### config.mk
export PLATFORM = sky130hd
export DESIGN_NAME = iir_coef_loader_flat
export DESIGN_NICKNAME = d
export VERILOG_FILES = /design/src/rtl/iir_pkg.sv /design/src/rtl/iir_coef_loader_if.sv /design/src/rtl/iir_coef_bank.sv /design/src/rtl/iir_coef_loader.sv /design/src/flat_wrapper.sv
export SDC_FILE = /design/constraint.sdc
export NUM_CORES = 1
export LEC_CHECK = 0
export CAP_MARGIN = 10
export CORE_UTILIZATION = 35
export CTS_CLUSTER_DIAMETER = 80
export DETAILED_ROUTE_END_ITERATION = 10
export PLACE_DENSITY_LB_ADDON = 0.08
export SLEW_MARGIN = 30
export SYNTH_ARGS = -nofsm -noshare
export SYNTH_HDL_FRONTEND = slang
export SYNTH_HIERARCHICAL = 1
export SYNTH_SLANG_ARGS = --single-unit
### constraint.sdc
create_clock -name clk -period 2.55 [get_ports clk]
set_clock_uncertainty 0.05 [all_clocks]
set_input_delay 0.51 -clock clk [delete_from_list [all_inputs] [get_ports clk]]
set_output_delay 0.51 -clock clk [all_outputs]
set_load 0.02 [all_outputs]
### src/rtl/iir_pkg.sv
// iir_pkg: shared state encoding and coefficient address map for the biquad IIR loader
package iir_pkg;

    typedef enum logic [1:0] {IDLE, LOADING, PENDING, FLUSH} state_e;

    localparam int NUM_COEFS = 5;

    localparam logic [2:0] ADDR_A1 = 3'd0;
    localparam logic [2:0] ADDR_A2 = 3'd1;
    localparam logic [2:0] ADDR_B0 = 3'd2;
    localparam logic [2:0] ADDR_B1 = 3'd3;
    localparam logic [2:0] ADDR_B2 = 3'd4;

endpackage

### src/rtl/iir_coef_loader_if.sv
// iir_coef_loader_if: write/commit port and active coefficient outputs of the loader
interface iir_coef_loader_if import iir_pkg::*; #(parameter int W = 8);

    logic                 wr_valid;
    logic                 wr_ready;
    logic [2:0]           wr_addr;
    logic [W-1:0]         wr_data;
    logic                 wr_err;
    logic                 commit_req;
    logic                 commit_ack;
    logic                 forced;
    logic                 sample_en;
    logic [NUM_COEFS-1:0] dirty;
    logic [W-1:0]         A1_coef;
    logic [W-1:0]         A2_coef;
    logic [W-1:0]         B0_coef;
    logic [W-1:0]         B1_coef;
    logic [W-1:0]         B2_coef;
    logic                 init_n_out;

    modport master (
        output wr_valid, wr_addr, wr_data, commit_req, sample_en,
        input  wr_ready, wr_err, commit_ack, forced, dirty,
        input  A1_coef, A2_coef, B0_coef, B1_coef, B2_coef, init_n_out
    );

    modport slave (
        input  wr_valid, wr_addr, wr_data, commit_req, sample_en,
        output wr_ready, wr_err, commit_ack, forced, dirty,
        output A1_coef, A2_coef, B0_coef, B1_coef, B2_coef, init_n_out
    );

endinterface

### src/rtl/iir_coef_bank.sv
// iir_coef_bank: one coefficient's shadow register plus the active copy the filter sees
module iir_coef_bank #(
    parameter int W = 8
) (
    input  logic         clk,
    input  logic         rst,
    input  logic [W-1:0] rst_val_i,
    input  logic         we_i,
    input  logic [W-1:0] wdata_i,
    input  logic         commit_i,
    output logic [W-1:0] active_o
);

    logic [W-1:0] shadow_q;
    logic [W-1:0] active_q;

    // Writes land in the shadow; only a commit moves the shadow into the active copy
    always_ff @(posedge clk) begin
        if (rst) begin
            shadow_q <= rst_val_i;
            active_q <= rst_val_i;
        end else begin
            if (we_i)
                shadow_q <= wdata_i;
            if (commit_i)
                active_q <= shadow_q;
        end
    end

    assign active_o = active_q;

endmodule

### src/rtl/iir_coef_loader.sv
// iir_coef_loader: shadow/active coefficient loader committing atomically between filter samples
module iir_coef_loader import iir_pkg::*; #(
    parameter int max_coef_width  = 8,
    parameter int frac_coef_width = 4,
    parameter bit init_on_commit  = 1'b1,
    parameter int timeout_cycles  = 255
) (
    input  logic              clk,
    input  logic              rst,
    iir_coef_loader_if.slave  bus
);

    localparam int CW = $clog2(timeout_cycles + 1);
    localparam logic [max_coef_width-1:0] B0_RST = max_coef_width'(2 ** frac_coef_width);

    state_e               state_q, state_d;
    logic [CW-1:0]        cnt_q, cnt_d;
    logic [NUM_COEFS-1:0] dirty_q, dirty_d;
    logic                 wr_ready_q, wr_err_q, ack_q, forced_q, init_n_q;
    logic                 commit, force_c, accept, legal;
    logic [max_coef_width-1:0] coef_w [NUM_COEFS];

    assign accept = bus.wr_valid & wr_ready_q;
    assign legal  = bus.wr_addr < 3'(NUM_COEFS);

    for (genvar i = 0; i < NUM_COEFS; i++) begin : g_bank
        iir_coef_bank #(.W(max_coef_width)) u_bank (
            .clk       (clk),
            .rst       (rst),
            .rst_val_i (3'(i) == ADDR_B0 ? B0_RST : '0),
            .we_i      (accept && bus.wr_addr == 3'(i)),
            .wdata_i   (bus.wr_data),
            .commit_i  (commit),
            .active_o  (coef_w[i])
        );
    end

    // Next state: commit waits for a sample-free cycle unless the timeout counter expires
    always_comb begin
        state_d = state_q;
        cnt_d   = cnt_q;
        commit  = 1'b0;
        force_c = 1'b0;
        case (state_q)
            IDLE, LOADING: begin
                if (bus.commit_req)
                    state_d = PENDING;
                else if (accept && legal)
                    state_d = LOADING;
            end
            PENDING: begin
                if (!bus.sample_en) begin
                    commit = 1'b1;
                end else if (cnt_q == CW'(timeout_cycles - 1)) begin
                    commit  = 1'b1;
                    force_c = 1'b1;
                end else begin
                    cnt_d = cnt_q + CW'(1);
                end
                if (commit) begin
                    state_d = init_on_commit ? FLUSH : IDLE;
                    cnt_d   = '0;
                end
            end
            FLUSH:   state_d = IDLE;
            default: state_d = IDLE;
        endcase
        dirty_d = commit ? '0
                : dirty_q | ((accept && legal) ? NUM_COEFS'(1) << bus.wr_addr : '0);
    end

    // State, counter and all handshake outputs are registered
    always_ff @(posedge clk) begin
        if (rst) begin
            state_q    <= IDLE;
            cnt_q      <= '0;
            dirty_q    <= '0;
            wr_ready_q <= 1'b1;
            wr_err_q   <= 1'b0;
            ack_q      <= 1'b0;
            forced_q   <= 1'b0;
            init_n_q   <= 1'b1;
        end else begin
            state_q    <= state_d;
            cnt_q      <= cnt_d;
            dirty_q    <= dirty_d;
            wr_ready_q <= state_d == IDLE || state_d == LOADING;
            wr_err_q   <= accept && !legal;
            ack_q      <= commit;
            forced_q   <= force_c;
            init_n_q   <= state_q != FLUSH;
        end
    end

    assign bus.wr_ready   = wr_ready_q;
    assign bus.wr_err     = wr_err_q;
    assign bus.commit_ack = ack_q;
    assign bus.forced     = forced_q;
    assign bus.dirty      = dirty_q;
    assign bus.init_n_out = init_n_q;
    assign bus.A1_coef    = coef_w[ADDR_A1];
    assign bus.A2_coef    = coef_w[ADDR_A2];
    assign bus.B0_coef    = coef_w[ADDR_B0];
    assign bus.B1_coef    = coef_w[ADDR_B1];
    assign bus.B2_coef    = coef_w[ADDR_B2];

endmodule

### src/flat_wrapper.sv
// flat-port wrapper written by rule: the top's interface ports become plain ports
module iir_coef_loader_flat import iir_pkg::*;
#(
    parameter int max_coef_width  = 8,
    parameter int frac_coef_width = 4,
    parameter bit init_on_commit  = 1'b1,
    parameter int timeout_cycles  = 255
)
  (clk, rst, bus_wr_valid, bus_wr_addr, bus_wr_data, bus_commit_req, bus_sample_en, bus_wr_ready, bus_wr_err, bus_commit_ack, bus_forced, bus_dirty, bus_A1_coef, bus_A2_coef, bus_B0_coef, bus_B1_coef, bus_B2_coef, bus_init_n_out);
  iir_coef_loader_if #(.W(8)) bus_i ();
  input  logic clk;
  input  logic rst;
  input wire logic [$bits(bus_i.wr_valid)-1:0] bus_wr_valid;
  input wire logic [$bits(bus_i.wr_addr)-1:0] bus_wr_addr;
  input wire logic [$bits(bus_i.wr_data)-1:0] bus_wr_data;
  input wire logic [$bits(bus_i.commit_req)-1:0] bus_commit_req;
  input wire logic [$bits(bus_i.sample_en)-1:0] bus_sample_en;
  output wire logic [$bits(bus_i.wr_ready)-1:0] bus_wr_ready;
  output wire logic [$bits(bus_i.wr_err)-1:0] bus_wr_err;
  output wire logic [$bits(bus_i.commit_ack)-1:0] bus_commit_ack;
  output wire logic [$bits(bus_i.forced)-1:0] bus_forced;
  output wire logic [$bits(bus_i.dirty)-1:0] bus_dirty;
  output wire logic [$bits(bus_i.A1_coef)-1:0] bus_A1_coef;
  output wire logic [$bits(bus_i.A2_coef)-1:0] bus_A2_coef;
  output wire logic [$bits(bus_i.B0_coef)-1:0] bus_B0_coef;
  output wire logic [$bits(bus_i.B1_coef)-1:0] bus_B1_coef;
  output wire logic [$bits(bus_i.B2_coef)-1:0] bus_B2_coef;
  output wire logic [$bits(bus_i.init_n_out)-1:0] bus_init_n_out;
  assign bus_i.wr_valid = bus_wr_valid;
  assign bus_i.wr_addr = bus_wr_addr;
  assign bus_i.wr_data = bus_wr_data;
  assign bus_i.commit_req = bus_commit_req;
  assign bus_i.sample_en = bus_sample_en;
  assign bus_wr_ready = bus_i.wr_ready;
  assign bus_wr_err = bus_i.wr_err;
  assign bus_commit_ack = bus_i.commit_ack;
  assign bus_forced = bus_i.forced;
  assign bus_dirty = bus_i.dirty;
  assign bus_A1_coef = bus_i.A1_coef;
  assign bus_A2_coef = bus_i.A2_coef;
  assign bus_B0_coef = bus_i.B0_coef;
  assign bus_B1_coef = bus_i.B1_coef;
  assign bus_B2_coef = bus_i.B2_coef;
  assign bus_init_n_out = bus_i.init_n_out;
  iir_coef_loader #(.max_coef_width(max_coef_width), .frac_coef_width(frac_coef_width), .init_on_commit(init_on_commit), .timeout_cycles(timeout_cycles)) u_core (.clk(clk), .rst(rst), .bus(bus_i));
endmodule
* Word level (Yosys, flattened, before mapping)
Cells that the tools add are included.
** Storage, ports and cells
- Input port bits :: 16
- Latch bits :: 0
- Output and inout bits :: 50
- Register bits :: 100
- ROM bits :: 0
- Bits in writable memories :: 0
- Memories kept :: 0
** Operators by class
- Eq/ne operators :: 11
- Multiply operators :: 0
- Bitwise operators :: 4
- Add/subtract/negate cells :: 1
- Reduce and logical (&&, ||, !) cells :: 17
- Divide/modulo/power cells :: 0
- Muxes and demuxes :: 12
- Shift-type cells :: 1
- Order comparisons :: 1
** Operators by type and width (count)
- $mux 8 :: 3
- $add 8x1->8 const B :: 1
- $eq 8x8->1 const B :: 1
- $logic_and 1x1->1 :: 7
- $eq 3x2->1 const B :: 2
- $mux 2 :: 3
- $pmux 2 s3 :: 1
- $mux 5 :: 1
- $or 5x5->5 :: 1
- $shl 1x3->5 const A :: 1
- $eq 2x1->1 const B :: 2
- $eq 2x2->1 const B :: 2
- $logic_not 2->1 :: 2
- $mux 1 :: 4
- $ne 2x2->1 const B :: 2
- $reduce_or 2->1 :: 2
- $eq 3x1->1 const B :: 1
- $eq 3x3->1 const B :: 1
- $logic_not 3->1 :: 1
- $lt 3x3->1 const B :: 1
- $reduce_and 3->1 :: 1
- $reduce_or 3->1 :: 1
- $not 1->1 :: 2
- $reduce_bool 2->1 :: 1
- other kinds (3) :: 3

* Logic depth before layout (Yosys ltp)
- Word-level depth :: 8
- Depth in mapped cells :: 6

* Hierarchy
The synthesis kept the hierarchy.
** Modules (own cells, without submodules)
- iir_coef_bank :: seq. area each 480.5 um^2, cells an instance 36, instances 5, area each 734.5 um^2
- iir_coef_loader :: seq. area each 400.4 um^2, cells an instance 95, instances 1, area each 905.9 um^2

* Worst setup path before layout
Ideal clock, no wire load.
- Kind :: flip-flop to flip-flop
- From :: register u_core.cnt_q[0]
- To :: register u_core.g_bank[0].u_bank.active_q[0] (enable)
- Clock period less this slack :: 1.669 ns
- Path slack :: 0.881 ns
- Setup time :: 0.329 ns
- Data arrival time :: 1.289 ns
- Data required time :: 2.171 ns
- Cell stages (with the launch flop) :: 7
- Path buffers :: 0
- Cells stage by stage :: dfxtp_1 inv_1 ha_1 nand3_1 o21a_1 nor2_1 or2_1
** On the way
- Longest elaborated chain between the ends :: 5
** RTL lines
- start, declared :: RTL line iir_coef_loader.sv:17 : logic [CW-1:0] cnt_q, cnt_d;
- start signal, assigned :: RTL line iir_coef_loader.sv:85 : cnt_q <= cnt_d;
- $eq 8x8->1 :: RTL line iir_coef_loader.sv:54 : end else if (cnt_q == CW'(timeout_cycles - 1)) begin
- $mux 1 :: RTL line iir_coef_loader.sv:54
- $mux 1 :: RTL line iir_coef_loader.sv:52 : if (!bus.sample_en) begin
- $mux 1 (2 in a row) :: RTL line iir_coef_loader.sv:44 : case (state_q)
- via u_core.commit :: RTL line iir_coef_loader.sv:20 : logic commit, force_c, accept, legal;
- end signal, assigned :: RTL line iir_coef_bank.sv:21 : active_q <= rst_val_i;
- end signal, assigned :: RTL line iir_coef_bank.sv:26 : active_q <= shadow_q;
- end, declared :: RTL line iir_coef_bank.sv:15 : logic [W-1:0] active_q;
The timed path passes the listed nets, and every way through them passes these cells. The select of a mux whose other input is x is not followed.
A chain may end at the register's enable or synchronous reset.

* Final worst setup path
- From :: input bus_wr_valid
- To :: register u_core.g_bank[1].u_bank.shadow_q[1] (enable)
** On the way
- Longest elaborated chain between the ends :: 2
** RTL lines
- start, declared :: RTL line flat_wrapper.sv:13 : input wire logic [$bits(bus_i.wr_valid)-1:0] bus_wr_valid;
- $and 1x1->1 :: RTL line iir_coef_loader.sv:23 : assign accept = bus.wr_valid & wr_ready_q;
- $logic_and 1x1->1 :: RTL line iir_coef_loader.sv:31 : .we_i (accept && bus.wr_addr == 3'(i)),
- end signal, assigned :: RTL line iir_coef_bank.sv:20 : shadow_q <= rst_val_i;
- end signal, assigned :: RTL line iir_coef_bank.sv:24 : shadow_q <= wdata_i;
- end, declared :: RTL line iir_coef_bank.sv:14 : logic [W-1:0] shadow_q;
Every way passes these cells.

==> impl_results.md <==
- Final total power: just over 0.004 W
- Data required, critical path: between 2 and 3 ns
- RSZ-0062 raised after global routing: no
- Area of the multi-input gates: between 1500 and 2000 sq um
- RR Endpoint: u_core/g_bank[0].u_bank/active_o[4]
- Measured slew at the worst slew-check pin: between 0.5 and 0.6 ns
- Crit path from: bus_wr_valid
- Fin crit period: about 2 ns
- CTS tree: built
- Setup TNS Final: 0 ns
- Post-CTS Setup Inserts: 0
- Seq/Total Area, Yosys: around three fifths
- DRC viols: 0
- Core area: around 13000 sq um
- CP endpoint: u_core/g_bank[1].u_bank/shadow_q[1]
- Inserted Diodes: 0
- Largest net degree at the start of global routing: 32
- Slew headroom: approximately 64%
- CTS clock-pin slew for the worst setup and hold paths: 0.06 ns
- Period Utilization, post-route: between 70% and 80%
- Cts repair resizes: 0
- Crit path cell chain: clkdlybuf4s50_1, and3b_1, nor3b_1, or2_1
- Overflow after GRT: 0
- Slowest-stage cell, CP: clkdlybuf4s50_1
- Hold crit path type: reg -> reg
- Total GRT Usage: a little over an eighth
- Vias: approximately 2600
- Die Y: 116 um
- Peak VDD IR: 273 uV
- RR Startpoint: u_core/cnt_q[0]
- Crit path max fanout: 8
- Critical Path Start Type: primary input
- Static Leak: roughly 2.4 nW
- Fin nets: 446
- Total wire length: about 8600 um
- R2R Setup Slk: ~0.65 ns
- Placed cell count: about 600
- Worst Setup End Kind: register
- Layout Utilization: between 40% and 50%
- Pins over their slew limit: 0
- Drt first pass iters: 4
- IO Count: 66
- Root Buffer: clkbuf_16
- Mapped Area: ~4600 sq um
- Fillers: roughly 1200
- Netlist cell types: 40
- Worst Reg2Reg Path Length in Cells: 7
- Wire per inst: 14.2 um
- Post-DP HPWL: 5880 um
- Storage cell area: between 2000 and 3000 sq um
- IO Port Bufs: 65
- Die X: 116 um
- Initial antenna violation count: 0
- Avg Vias per Cell: approximately 4.3
- Non-Filler Instances: between 600 and 700
- Max-cap violations: 0
- Synthesized area per cell: roughly 17 sq um
- Antenna Violating Nets Remaining: 0
- Initial Utilization: between 30% and 40%
- Die area: around 14000 sq um
- Share of cells above drive strength 1: a little over a quarter
- CTS sink count: 100
- Final hold violations: 0
- Number of setup violations in the final report: 0
- Crit path DAT: roughly 2.0 ns
- Cell Pwr Density: 671 nW/um^2
- Crit path largest cell delay: approximately 0.5 ns
- WS Path Type: in -> reg
- Number of CTS-inserted buffers: 9
- Max frequency: 499 MHz
- Most frequent cells in the layout: conb_1 (80), edfxtp_1 (80), clkdlybuf4s50_1 (64), mux2_4 (40), mux2_2 (40)
- DRT iter0 DRCs: 138
- H-tree depth: 3
- Status: finished clean
- Clock latency on the worst-skew pair: about 0.34 ns
- RePlAce Congestion: 0.764
- Row cnt: between 40 and 50
- FF+latch count, synth: 100
- Vias in the first global route: 2575
- Syn. warnings: 6
- Post-Syn Instances: roughly 280
- Area added between synthesis and finish: 32.2%
- Clk buf depth: 2
- Hold buffers post-CTS: 0
- First-pass GRT wire length: ~13000 um
==> flip-flops by register name, indices dropped and copies added (netlist names) <==
signal                         flops
u_core/g_bank.u_bank/active_o     40
u_core/g_bank.u_bank/shadow_q     40
u_core/cnt_q                       8
u_core/bus.dirty                   5
u_core/state_q                     2
u_core/bus.commit_ack              1
u_core/bus.forced                  1
u_core/bus.init_n_out              1
u_core/bus.wr_err                  1
u_core/bus.wr_ready                1
==> how the worst min path moves through the flow <==
| stage | start | cells after the start | end | slack, ns |
|---|---|---|---|---|
| after floorplan | u_core/state_q[0] | 1 | u_core/bus.init_n_out | 0.37 |
| after global placement | u_core/cnt_q[7] | 2 | u_core/cnt_q[7] | 0.45 |
| after detailed placement | u_core/state_q[0] | 1 | u_core/bus.init_n_out | 0.44 |
| after CTS | u_core/state_q[0] | 1 | u_core/bus.init_n_out | 0.46 |
| after global routing | u_core/state_q[0] | 1 | u_core/bus.init_n_out | 0.48 |
| final | u_core/cnt_q[0] | 2 | u_core/cnt_q[0] | 0.46 |
==> through the flow <==
| stage | worst slack, ns | hold slack, ns | instance area [sq um] |
|---|---|---|---|
| 2_1_floorplan | 0.881 | 0.373 | 4870 |
| 3_3_place_gp | 0.196 | 0.445 | 5700 |
| 3_5_place_dp | 0.184 | 0.439 | 5700 |
| 4_1_cts | 0.546 | 0.463 | 6050 |
| 5_1_grt | 0.456 | 0.478 | 6050 |
| 6_report | 0.545 | 0.461 | 6050 |
==> cells in the mapped netlist <==
cell / n / share of area, %
buf_12: 5 / 2.2
a31oi_1: 3 / 0.41
o31ai_1: 2 / 0.33
or2_1: 10 / 1.4
nand3b_2: 1 / 0.25
a21oi_1: 2 / 0.22
nand4_4: 1 / 0.46
o21ai_2: 1 / 0.19
dfxtp_1: 20 / 8.7
nor3b_1: 2 / 0.33
clkbuf_1: 2 / 0.16
nor2b_1: 1 / 0.14
nand2_1: 6 / 0.49
conb_1: 2 / 0.16
and2_1: 1 / 0.14
mux2_2: 40 / 9.8
o21a_1: 1 / 0.16
mux2_4: 40 / 13
or4_1: 1 / 0.16
nand4b_1: 1 / 0.19
o21ai_0: 4 / 0.44
ha_1: 2 / 0.55
a221oi_1: 4 / 0.77
buf_6: 5 / 1.2
or3_1: 4 / 0.55
o22ai_1: 1 / 0.14
and3b_1: 1 / 0.19
nor3_1: 2 / 0.22
a211oi_1: 4 / 0.66
nand2b_1: 2 / 0.27
nor4_1: 1 / 0.14
o221a_2: 3 / 0.74
or4_4: 1 / 0.25
xor2_1: 1 / 0.19
edfxtp_1: 80 / 52
nor2_1: 5 / 0.41
nand3b_1: 1 / 0.16
inv_1: 6 / 0.49
a221oi_2: 2 / 0.66
nand3_1: 4 / 0.44
==> worst max-delay path: cells and delay by family <==
| kind | cells | cell delay [ns] |
|---|---|---|
| AND/OR/NAND/NOR | 3 | 0.95 |
| buffers and inverters | 1 | 0.49 |
==> power breakdown <==
group | switching, W | internal, W | total [W]
Clock | 0.000568 | 0.00101 | 0.00158
Sequential | 0.0000379 | 0.00190 | 0.00194
Combinational | 0.000260 | 0.000283 | 0.000543
==> cell type report <==
class	instances	area share [%]
Timing Repair Buffer	76	12.9
Multi-Input combinational cell	235	31.1
Tap cell	172	3.55
Clock inverter	4	1.57
Inverter	6	0.372
Sequential cell	100	46.3
Clock buffer	12	4.24
==> cells by family (layout without fill, tap and decap cells) <==
group	after synthesis	after routing	share of synthesized area (%)
AO/OA/AOI/OAI	27	27	4.70
XOR/XNOR	1	1	0.191
adder cells (fa/ha/maj)	2	2	0.547
buffers and inverters	18	98	4.07
flip-flops	100	100	61.2
multiplexers	80	80	23.0
other	2	80	0.164
AND/OR/NAND/NOR	45	45	6.15
==> layer usage <==
| metal | track usage (%) | up-vias | wire length, um |
|---|---|---|---|
| met3 | 2.18 | 9 | 287 |
| li1 | - | 1289 | - |
| met2 | 23.4 | 49 | 4370 |
| met4 | 7.18 | 0 | 137 |
| met5 | 0 | - | 0 |
| met1 | 16.7 | 1260 | 3810 |
(Power assumes the default switching activity.)
